<file path="src/rtl/sram_access_arbiter.sv">
// sram_access_arbiter
//   Shares one asynchronous audio SRAM between the recorder write port and the
//   player read port. One access runs at a time and lasts ACCESS_CYCLES clocks.
//   When both ports request together, round-robin decides the grant. At least
//   one idle cycle, with all strobes high, separates any two accesses. Every
//   output is registered.
//
// Parameters
//   ADDR_W         SRAM word address width
//   DATA_W         SRAM word width
//   ACCESS_CYCLES  clocks per access, 1..15
//
// Ports
//   i_clk, i_rst                  clock, synchronous active-high reset
//   i_wr_req/i_wr_addr/i_wr_data  recorder write request (level, held until ack)
//   o_wr_ack                      one-cycle pulse in the last write-access cycle
//   i_rd_req/i_rd_addr            player read request (level, held until ack)
//   o_rd_ack                      one-cycle pulse in the last read-access cycle
//   o_rd_data/o_rd_valid          captured read word; valid pulses the cycle after ack
//   o_sram_addr/o_sram_wdata      SRAM address and write data
//   o_sram_we_n/oe_n/ce_n         SRAM strobes, active-low
//   i_sram_rdata                  SRAM read data
//   o_busy                        high while a write or read access is running
//
// Optional build macro
//   SRAM_ARB_STATS_EN  adds o_conflicts[15:0]. This saturating counter records
//                      idle cycles in which both ports request and a grant is
//                      issued.

module sram_access_arbiter #(
  parameter int unsigned ADDR_W        = 20,
  parameter int unsigned DATA_W        = 16,
  parameter int unsigned ACCESS_CYCLES = 2
) (
  input  logic              i_clk,
  input  logic              i_rst,
  input  logic              i_wr_req,
  input  logic [ADDR_W-1:0] i_wr_addr,
  input  logic [DATA_W-1:0] i_wr_data,
  output logic              o_wr_ack,
  input  logic              i_rd_req,
  input  logic [ADDR_W-1:0] i_rd_addr,
  output logic              o_rd_ack,
  output logic [DATA_W-1:0] o_rd_data,
  output logic              o_rd_valid,
  output logic [ADDR_W-1:0] o_sram_addr,
  output logic [DATA_W-1:0] o_sram_wdata,
  output logic              o_sram_we_n,
  output logic              o_sram_oe_n,
  output logic              o_sram_ce_n,
  input  logic [DATA_W-1:0] i_sram_rdata,
  output logic              o_busy
`ifdef SRAM_ARB_STATS_EN
  ,
  output logic [15:0]       o_conflicts
`endif
);

  typedef enum logic [1:0] {S_IDLE, S_WR, S_RD} state_t;

  localparam logic [3:0] CNT_LOAD = 4'(ACCESS_CYCLES - 1);

  state_t              r_state, w_state;
  logic [3:0]          r_cnt, w_cnt;
  logic                r_last_rd, w_last_rd;
  logic [ADDR_W-1:0]   r_addr, w_addr;
  logic [DATA_W-1:0]   r_wdata, w_wdata;
  logic                r_we_n, w_we_n;
  logic                r_oe_n, w_oe_n;
  logic                r_ce_n, w_ce_n;
  logic                r_wr_ack, w_wr_ack;
  logic                r_rd_ack, w_rd_ack;
  logic [DATA_W-1:0]   r_rd_data, w_rd_data;
  logic                r_rd_valid, w_rd_valid;
  logic                r_busy, w_busy;
  logic                w_grant_wr, w_grant_rd;

  always_comb begin
    w_state    = r_state;
    w_cnt      = r_cnt;
    w_last_rd  = r_last_rd;
    w_addr     = r_addr;
    w_wdata    = r_wdata;
    w_we_n     = 1'b1;
    w_oe_n     = 1'b1;
    w_ce_n     = 1'b1;
    w_wr_ack   = 1'b0;
    w_rd_ack   = 1'b0;
    w_rd_data  = r_rd_data;
    w_rd_valid = 1'b0;
    w_busy     = 1'b0;
    w_grant_wr = 1'b0;
    w_grant_rd = 1'b0;

    case (r_state)
      S_IDLE: begin
        // On a conflict the write wins only if the read had the previous conflict grant.
        w_grant_wr = i_wr_req && (!i_rd_req || r_last_rd);
        w_grant_rd = i_rd_req && !w_grant_wr;
        if (i_wr_req && i_rd_req) w_last_rd = w_grant_rd;
        if (w_grant_wr) begin
          w_state  = S_WR;
          w_addr   = i_wr_addr;
          w_wdata  = i_wr_data;
          w_ce_n   = 1'b0;
          w_we_n   = 1'b0;
          w_cnt    = CNT_LOAD;
          w_wr_ack = (CNT_LOAD == 4'd0);
          w_busy   = 1'b1;
        end else if (w_grant_rd) begin
          w_state  = S_RD;
          w_addr   = i_rd_addr;
          w_ce_n   = 1'b0;
          w_oe_n   = 1'b0;
          w_cnt    = CNT_LOAD;
          w_rd_ack = (CNT_LOAD == 4'd0);
          w_busy   = 1'b1;
        end
      end
      S_WR, S_RD: begin
        if (r_cnt == 4'd0) begin
          w_state = S_IDLE;
          if (r_state == S_RD) begin
            w_rd_data  = i_sram_rdata;
            w_rd_valid = 1'b1;
          end
        end else begin
          // The acks are registered, so each one is raised one edge early,
          // when the final access cycle (cnt==0) is entered.
          w_cnt    = r_cnt - 4'd1;
          w_ce_n   = 1'b0;
          w_we_n   = r_we_n;
          w_oe_n   = r_oe_n;
          w_busy   = 1'b1;
          w_wr_ack = (r_state == S_WR) && (r_cnt == 4'd1);
          w_rd_ack = (r_state == S_RD) && (r_cnt == 4'd1);
        end
      end
      default: w_state = S_IDLE;
    endcase
  end

  always_ff @(posedge i_clk) begin
    if (i_rst) begin
      r_state    <= S_IDLE;
      r_cnt      <= '0;
      r_last_rd  <= 1'b1;
      r_addr     <= '0;
      r_wdata    <= '0;
      r_we_n     <= 1'b1;
      r_oe_n     <= 1'b1;
      r_ce_n     <= 1'b1;
      r_wr_ack   <= 1'b0;
      r_rd_ack   <= 1'b0;
      r_rd_data  <= '0;
      r_rd_valid <= 1'b0;
      r_busy     <= 1'b0;
    end else begin
      r_state    <= w_state;
      r_cnt      <= w_cnt;
      r_last_rd  <= w_last_rd;
      r_addr     <= w_addr;
      r_wdata    <= w_wdata;
      r_we_n     <= w_we_n;
      r_oe_n     <= w_oe_n;
      r_ce_n     <= w_ce_n;
      r_wr_ack   <= w_wr_ack;
      r_rd_ack   <= w_rd_ack;
      r_rd_data  <= w_rd_data;
      r_rd_valid <= w_rd_valid;
      r_busy     <= w_busy;
    end
  end

  assign o_wr_ack     = r_wr_ack;
  assign o_rd_ack     = r_rd_ack;
  assign o_rd_data    = r_rd_data;
  assign o_rd_valid   = r_rd_valid;
  assign o_sram_addr  = r_addr;
  assign o_sram_wdata = r_wdata;
  assign o_sram_we_n  = r_we_n;
  assign o_sram_oe_n  = r_oe_n;
  assign o_sram_ce_n  = r_ce_n;
  assign o_busy       = r_busy;

`ifdef SRAM_ARB_STATS_EN
  logic        w_conflict;
  logic [15:0] r_conflicts;

  assign w_conflict = (r_state == S_IDLE) && i_wr_req && i_rd_req;

  always_ff @(posedge i_clk) begin
    if (i_rst) begin
      r_conflicts <= '0;
    end else if (w_conflict && (r_conflicts != 16'hFFFF)) begin
      r_conflicts <= r_conflicts + 16'd1;
    end
  end

  assign o_conflicts = r_conflicts;
`endif

endmodule
</file>
<file path="config.mk">
export PLATFORM = sky130hd
export DESIGN_NAME = sram_access_arbiter
export DESIGN_NICKNAME = d
export VERILOG_FILES = /design/src/rtl/sram_access_arbiter.sv
export SDC_FILE = /design/constraint.sdc
export NUM_CORES = 1
export LEC_CHECK = 0
export CORE_MARGIN = 2
export CORE_UTILIZATION = 30
export DETAILED_ROUTE_END_ITERATION = 7
export SLEW_MARGIN = 20
export SYNTH_ARGS = -nofsm -noshare
export SYNTH_HDL_FRONTEND = slang
export SYNTH_SLANG_ARGS = --single-unit
</file>
<file path="constraint.sdc">
create_clock -name i_clk -period 2.61 [get_ports i_clk]
set_input_delay 0.6525 -clock i_clk [delete_from_list [all_inputs] [get_ports i_clk]]
set_output_delay 0.6525 -clock i_clk [all_outputs]
set_load 0.1 [all_outputs]
</file>
==> results of run 1 <==
==> through the flow <==
step / area [sq um] / cells / utilization (%)
2_1_floorplan: 2830 / 343 / -
3_3_place_gp: 4105 / 565 / 44.64
3_5_place_dp: 4105 / 565 / 44.64
4_1_cts: 4277 / 581 / 46.50
5_1_grt: 4277 / 581 / 46.50
6_report: 4277 / 581 / 46.50
==> power groups by stage <==
stage / Clock [W] / Combinational (W) / Sequential (W)
final: 0.000749 / 0.00128 / 0.00116
after global routing: 0.000827 / 0.00135 / 0.00117
after CTS: 0.000779 / 0.00128 / 0.00116
after detailed placement: 0 / 0.00128 / 0.00118
after global placement: 0 / 0.00127 / 0.00118
after floorplan: 0 / 0.000327 / 0.00177
==> registers in the layout, summed over array words and instances (netlist names) <==
| name | cells |
|---|---|
| o_sram_wdata | 16 |
| o_rd_data | 16 |
| o_sram_addr | 20 |
| o_sram_ce_n | 1 |
| r_cnt | 4 |
| o_busy | 1 |
| o_rd_valid | 1 |
| r_last_rd | 1 |
| r_state | 2 |
| o_sram_oe_n | 1 |
| o_wr_ack | 1 |
| o_rd_ack | 1 |
| o_sram_we_n | 1 |
==> final timing paths <==
| check | end | cells past startpoint |
|---|---|---|
| worst max-delay path | o_sram_we_n | 4 |
| worst min-delay path | o_rd_data[15] | 2 |
| worst max register to register | o_sram_ce_n | 4 |
| worst min register to register | o_rd_data[15] | 2 |
==> logic make-up after synthesis <==
group / share of synthesized area, %
adders and majority gates: 2.652
buffers and inverters: 6.277
and+or+nand+nor: 16.80
DFF: 46.68
AOI/OAI and AO/OA: 26.88
muxes: 0.3978
xor gates and xnor gates: 0.3095
==> Yosys cell counts, drive strengths merged (2+ instances only) <==
cell    count
ha          6
dfxtp      66
or3b        2
inv         8
nand2       4
a21oi      36
clkbuf     23
o21ai      74
a211oi      2
or4         2
a31oi      21
nor2        3
o31ai       2
nor3        6
nand3      53
buf        12
and2        3
nor3b       2
==> placed cells by master, fill, tap and decap left out, drive strengths merged, types with 2 or more instances in the layout <==
master         count
a211oi             2
clkinv             3
nor3b              2
buf               71
dfxtp             66
inv                8
nand3             53
a31oi             21
ha                 6
o21ai             74
a21oi             36
o31ai              2
or3b               2
clkbuf            11
nor2               3
clkinvlp           2
clkdlybuf4s50     75
nor3               6
or4                2
nand2              4
and2               3
==> critical path, delay by kind of cell <==
kind,cells,cell delay (ns)
buf+inv,1,0.72
simple gates,1,0.45
compound gates,2,0.42
==> routing by layer <==
metal  GRT usage, %  vias to the layer above  share of wire [%]
met5              0                        -                  0
met4          7.380                        0                1.2
met3          2.899                        9                4.2
met2          29.70                       69                 49
met1          22.48                     1415                 45
li1               -                     1495                  -
==> cell type report <==
class                           instances  area [sq um]
Timing Repair Buffer                  146          1284
Multi-Input combinational cell        234          1331
Sequential cell                        66          1321
Tap cell                              111         138.9
Clock inverter                          5         30.03
Clock buffer                           11         141.4
Fill cell                             908          4920
Inverter                                8         30.03
==> impl_metrics.ini, run 1 <==
[synthesis]
synth_edf_count = 0
synth_area_leaders = dfxtp_1 47%, o21ai_0 13%, nand3_1 9.4%
synth.distinct_cells = 40
ys_seq_area_share_pct = 46.68
synthCells = 343
synth_warnings = 0
ys_ff_latch = 66
syn-cell-area_sq_um = 2830
yosys_most_used_dff = dfxtp_1
synth_top_cell_by_area = dfxtp_1
synth.avg_cell_area_sq_um = 8.251
async_flop_share_pct = 0
syn-num-nets = 425
synth_top_area_share_pct = 46.68

[critical_path]
path_class = in2reg
crit_required_ns = 2.82
r2r-start = r_state[0]
slowest_delay_ns = 0.72
cp_max_fo = 18
r2r_setup_slack_ns = 0.65
crit_path_cell_trace = clkdlybuf4s50_1, nand2_1, a211oi_1, o21ai_0
slowest_stage = clkdlybuf4s50_1
critPathArrivalTime_ns = 2.25
cp-start-kind = input pin
cp-end-kind = flop
crit_path_start = i_wr_req

[sta]
final-hold-violation-count = 0
finClkSkew_ns = 0.006887
finalSetupViolCount = 0
min_period_ns = 2.038
slew_headroom_pct = 57.91
whs_ns = 0.4753
period_share_pct = 78.08
maxSlewViolCount = 0
worst_pin_slew_ns = 0.6314
rsz0062_at_grt = no
max_freq_mhz = 490.7
setup_tns_ns = 0
setup_ws_ns = 0.5722

[clock_network]
cts_root_buf = clkbuf_8
clk_latency_ns = 0.34
cts_buffers = 9
path_clk_slew_ns = 0.07
cts_setup_buffers = 0
cts_max_path_buffers = 2
cts_sinks = 66
cts_tree = done
holdBufCountCts = 0
cts_resized = 0
h-tree-depth = 3

[drt]
drtIter0Drc = 194
wl_um = 9065
drtAntennaViolNets = 0
routedWlPerCell_um = 15.60
drc = 0
vias = 2988
drt_pass1_iterations = 4
viasPerCell = 5.143

[floorplanning]
ios = 135
row_count = 35
coreArea_sq_um = 9196
die_w_um = 101.1
chipHeight_um = 101.1
die_area_sq_um = 10230
floorplan.initialDensity_pct = 30.78

[grt]
grt_pass1_wl_um = 14290
grt_usage_pct = 17.66
antenna_found_initial = 0
grt_pass1_vias = 2858
grt_max_degree = 29
grt_overflow_total = 0

[place]
io_buffers = 134
hpwl_um = 6256
gp_congestion = 0.8156
place_ws_ns = 0.2179

[run_status]
status = complete, no violations

[power]
power.share.clock_pct = 23.5
intPower_w = 0.001814
swShare_pct = 43.04
p_sw_w = 0.001370
power_frac_comb_pct = 40.2
p_seq_share_pct = 36.3
leakage_nw = 1.655
ir_drop_mv = 0.2873
power_w = 0.003184
p_per_area_nw_per_um2 = 744.5

[job]
timing.max_cap.violations = 0

[cells_and_area]
syn2layout_area_growth_pct = 51.11
final_nets = 547
diodes = 0
layout-drive-gt1-share_pct = 19.36

[hold_path]
min_path_type = reg2reg
min-delay-start = o_rd_data[15]
No activity file was read; power rests on OpenSTA's default activity.
==> inputs of run 2 (changes only) <==
==> constraint.sdc (replaced) <==
create_clock -name i_clk -period 1.7 [get_ports i_clk]
set_input_delay 0.425 -clock i_clk [delete_from_list [all_inputs] [get_ports i_clk]]
set_output_delay 0.425 -clock i_clk [all_outputs]
set_load 0.1 [all_outputs]
==> run 2 against run 1 <==
  * Non-clock buffer count up 22
  * Critical path type is now reg2reg
  * Final cell count up 3.6%
  * Count of clock-buffer cells in the layout unchanged
  * Setup slack worse by 0.52 ns
  * Worst hold slack better by 0.037 ns
  * Global-route usage up 0.85 points
  * Die area unchanged
  * Routed wire length up 2.1%
  * Final area up 23%
  * Clock skew up 0.0042 ns
==> impl_metrics.ini, run 2 (synthesized netlist as in run 1, its figures left out) <==
[sta]
rsz0062_at_grt = no
max_freq_mhz = 608.5
finClkSkew_ns = 0.01104
min_period_ns = 1.643
period_share_pct = 96.67
setup_tns_ns = 0
final-hold-violation-count = 0
finalSetupViolCount = 0
whs_ns = 0.5125
slew_headroom_pct = 70.50
maxSlewViolCount = 0
worst_pin_slew_ns = 0.4416

[cells_and_area]
layout_commonest_cell = clkdlybuf4s50_1
seq_area_sq_um = 1321
num-fill-cells = 817
final_cell_mix = 75 x clkdlybuf4s50_1, 73 x o21ai_0, 66 x dfxtp_1
final_nets = 569
largest_reg_flops = 20
diodes = 0
syn2layout_area_growth_pct = 85.41
multi_input_area_sq_um = 1344
stdcell_area_sq_um = 5248
layout-drive-gt1-share_pct = 22.81

[clock_network]
holdBufCountCts = 0
cts_max_path_buffers = 2
cts_buffers = 9
cts_sinks = 66
cts_tree = done
clk_latency_ns = 0.33
path_clk_slew_ns = 0.06
h-tree-depth = 3
cts_root_buf = clkbuf_8

[floorplanning]
ios = 135
chipHeight_um = 101.1
coreArea_sq_um = 9196
row_count = 35
die_w_um = 101.1
die_area_sq_um = 10230
floorplan.initialDensity_pct = 30.78

[critical_path]
crit_end = r_state[0]
critPathArrivalTime_ns = 1.86
cp-end-kind = flop
r2r_setup_slack_ns = 0.06
ff2ff_path_depth = 5
crit_path_start = r_cnt[0]
r2r-start = r_cnt[0]
path_class = reg2reg
reg2reg_to = r_state[0]
crit_required_ns = 1.91
cp_max_fo = 4
cp-start-kind = flop

[place]
gp_congestion = 0.7830
io_buffers = 134
place_area_sq_um = 5084
hpwl_um = 6654

[hold_path]
min_path_type = reg2reg

[power]
p_per_area_nw_per_um2 = 1023
ir_drop_mv = 0.4444
leakage_nw = 1.978

[job]
timing.max_cap.violations = 0

[grt]
grt_overflow_total = 0
grt_usage_pct = 18.51
grt_max_degree = 31
antenna_found_initial = 0
grt_pass1_wl_um = 15210
grt_pass1_vias = 3086

[drt]
wl_um = 9259
drc = 0
viasPerCell = 5.085
routedWlPerCell_um = 15.38
drtIter0Drc = 112
drtAntennaViolNets = 0
vias = 3061
drt_pass1_iterations = 4

[run_status]
status = complete, no violations
==> run 2: cell types whose count changed in the layout (fill, tap and decap cells not counted) <==
| cell | delta |
|---|---|
| o21ai_1 | +1 |
| buf_4 | -43 |
| clkbuf_8 | -1 |
| clkinv_2 | +1 |
| clkinvlp_4 | -2 |
| o21ai_0 | -1 |
| ha_1 | -1 |
| clkbuf_1 | +1 |
| ha_4 | +1 |
| buf_12 | +65 |
==> run 2: layout make-up <==
cell class	count	share of cell area [%]
clock inverter	4	0.3815
tap	111	2.647
multi-input combinational	234	25.61
clock buffer	11	2.504
inverter	8	0.5722
timing repair buffer	168	43.11
sequential	66	25.18
==> run 2: how the worst min path moves through the flow <==
stage,startpoint,cells after the start,to,slack (ns)
after global routing,o_sram_wdata[1],2,o_sram_wdata[1],0.54
after CTS,r_last_rd,2,r_last_rd,0.51
after detailed placement,r_last_rd,2,r_last_rd,0.49
final,r_last_rd,2,r_last_rd,0.51
after global placement,r_last_rd,2,r_last_rd,0.48
after floorplan,r_last_rd,2,r_last_rd,0.47
==> run 2: layer usage <==
metal	share of wire (%)	GRT usage, %	vias up
li1	-	-	1541
met2	51	31.07	83
met1	43	23.23	1429
met4	1.5	7.380	0
met5	0	0	-
met3	5.1	3.865	8
==> run 2: power by group <==
part           internal, W  leakage [nW]  switching, W  total [W]
logic             0.000983          1.35       0.00148    0.00246
clock network     0.000512        0.0827      0.000566    0.00108
registers          0.00169         0.541      0.000134    0.00183
==> run 2: timing repair <==
action                     in CTS  in global routing
setup endpoints to repair       0                  2
hold endpoints to repair        0                  0
gates resized for setup         0                  3
setup buffers                   0                  0
==> run 2: critical path, stage by stage (launching register included) <==
cell,delay (ns)
dfxtp_1,0.31
inv_1,0.07
ha_1,0.19
or3b_4,0.41
a21oi_1,0.21
mux2_2,0.35
==> run 2: per-stage QoR <==
| stage | utilization [%] | total power [W] | std cells | worst slack [ns] |
|---|---|---|---|---|
| finish | 57.06 | 0.005366 | 602 | 0.05664 |
| global route | 57.06 | 0.005627 | 602 | 0.009921 |
| CTS | 56.93 | 0.005415 | 602 | 0.03966 |
| detailed placement | 55.28 | 0.004313 | 587 | -0.2057 |
| global placement | 55.28 | 0.004292 | 587 | -0.1737 |
| floorplan | - | 0.003218 | 343 | 0.03217 |
==> inputs of run 3 (changes only) <==
--- a/config.mk
+++ b/config.mk
@@ -5,7 +5,6 @@
 export SDC_FILE = /design/constraint.sdc
 export NUM_CORES = 1
 export LEC_CHECK = 0
-export CORE_MARGIN = 2
 export CORE_UTILIZATION = 30
 export DETAILED_ROUTE_END_ITERATION = 7
 export SLEW_MARGIN = 20
==> run 3 against run 2 <==
  * Count of clock-buffer cells in the layout up 2
  * Final cell count shrank 0.50%
  * Non-clock buffer count down 3
  * Sequential share of layout area down 0.072 points
  * Total power grew 5.3%
  * Clock skew shrank 0.0041 ns
  * Critical path type unchanged
  * Critical endpoint unchanged
  * Largest power group unchanged
==> impl_metrics.ini, run 3 (synthesized netlist as in run 1, its figures left out) <==
[critical_path]
slowest_stage = or3b_4
slowest_delay_ns = 0.41
ff2ff_path_depth = 5
path_class = reg2reg
cp_top_family = simple AND/OR/NAND/NOR gates
crit_required_ns = 1.93
cp-start-kind = flop
cp_max_fo = 3
cp-end-kind = flop
critPathArrivalTime_ns = 1.88
crit_buf_inv = 1
cp.depth = 5
crit_path_cell_trace = inv_1, ha_1, or3b_4, a21oi_2, mux2_2

[floorplanning]
floorplan.initialDensity_pct = 30.78
coreArea_sq_um = 9196
ios = 135
die_area_sq_um = 9827
chipHeight_um = 99.13
die_w_um = 99.13
row_count = 35

[drt]
viasPerCell = 5.250
wl_um = 9351
drt_pass1_iterations = 4
drtIter0Drc = 106
routedWlPerCell_um = 15.61
drtAntennaViolNets = 0
vias = 3145
drc = 0

[cells_and_area]
final_cell_mix = 74 x clkdlybuf4s50_1, 69 x o21ai_0, 66 x dfxtp_1
layout_commonest_cell = clkdlybuf4s50_1
syn2layout_area_growth_pct = 85.94
final_nets = 566
seq_area_sq_um = 1321
stdcell_count = 599
diodes = 0
multi_input_area_sq_um = 1359
stdcell_area_sq_um = 5263
layout-drive-gt1-share_pct = 23.36
largest_reg_flops = 20
num-fill-cells = 801

[sta]
rsz0062_at_grt = yes
period_share_pct = 96.94
min_period_ns = 1.648
finalSetupViolCount = 0
slew_headroom_pct = 68.68
finClkSkew_ns = 0.006901
max_freq_mhz = 606.8
final-hold-violation-count = 0
whs_ns = 0.4158
maxSlewViolCount = 0
worst_pin_slew_ns = 0.4693

[clock_network]
cts_buffers = 9
clk_latency_ns = 0.34
cts_tree = done
cts_max_path_buffers = 2
holdBufCountCts = 0
h-tree-depth = 3
cts_sinks = 66
path_clk_slew_ns = 0.07
cts_root_buf = clkbuf_8

[place]
dp.cells = 584
io_buffers = 134
hpwl_um = 6660
gp_congestion = 0.8932
place_area_sq_um = 5031

[grt]
grt_max_degree = 41
antenna_found_initial = 0
grt_overflow_total = 0
grt_pass1_wl_um = 15110
grt_pass1_vias = 3154
grt_usage_pct = 19.39

[power]
leakage_nw = 1.987
p_per_area_nw_per_um2 = 1074
ir_drop_mv = 0.4808

[job]
timing.max_cap.violations = 0

[run_status]
status = complete, no violations

[hold_path]
hold_path_depth = 2
min_path_type = in2reg
## run 3: cell count changes in the layout (fill, tap and decap cells not counted), sizes merged
cell / previous run / this run
clkdlybuf4s50: 75 / 74
clkbuf: 11 / 13
clkinv: 4 / 1
bufinv: 0 / 1
buf: 93 / 91
## run 3: timing repair
item                       4_1_cts  5_1_grt
setup endpoints to repair        0       25
buffers inserted                 0        0
resized for setup                0       10
## run 3: worst register-to-register path, stage by stage (launching register included)
cell and delay [ns]:
dfxtp_1 0.31, inv_1 0.10, ha_1 0.17, or3b_4 0.41, a21oi_2 0.20, mux2_2 0.35
## run 3: final cells by class
class	instances	area share [%]
clock buffers	13	3.210
clock inverters	2	0.6657
inverters	8	0.5706
multi-input cells	234	25.82
flip-flops and latches	66	25.11
well taps	111	2.639
repair buffers	165	41.99
## run 3: path summary, 6_finish.rpt
path | start | slack (ns) | end
hold reg to reg | o_sram_wdata[7] | 0.51 | o_sram_wdata[7]
hold / removal | i_rst | 0.42 | r_cnt[1]
setup / recovery | r_cnt[0] | 0.05 | r_state[0]
setup reg to reg | r_cnt[0] | 0.05 | r_state[0]
## run 3: metal layers
| layer | track usage [%] | vias up | share of wire (%) |
|---|---|---|---|
| met5 | 0 | - | 0 |
| met4 | 9.842 | 0 | 3.2 |
| met3 | 5.411 | 26 | 5.5 |
| met2 | 31.90 | 112 | 49 |
| met1 | 23.26 | 1479 | 43 |
| li1 | - | 1528 | - |
## run 3: power breakdown
| part | internal (W) | leakage [nW] | switching, W |
|---|---|---|---|
| logic | 0.000959 | 1.34 | 0.00149 |
| registers | 0.00169 | 0.541 | 0.000139 |
| clock network | 0.000788 | 0.106 | 0.000582 |
## run 3: stage by stage
step | setup TNS, ns | power (W) | setup slack, ns | utilization [%]
after CTS | 0 | 0.005683 | 0.01110 | 56.93
after global placement | -4.642 | 0.004253 | -0.1744 | 54.71
after global routing | -0.03332 | 0.005894 | -0.03332 | 57.22
after detailed placement | -6.304 | 0.004288 | -0.2121 | 54.71
after floorplan | 0 | 0.003218 | 0.03217 | -
final | 0 | 0.005650 | 0.05206 | 57.22
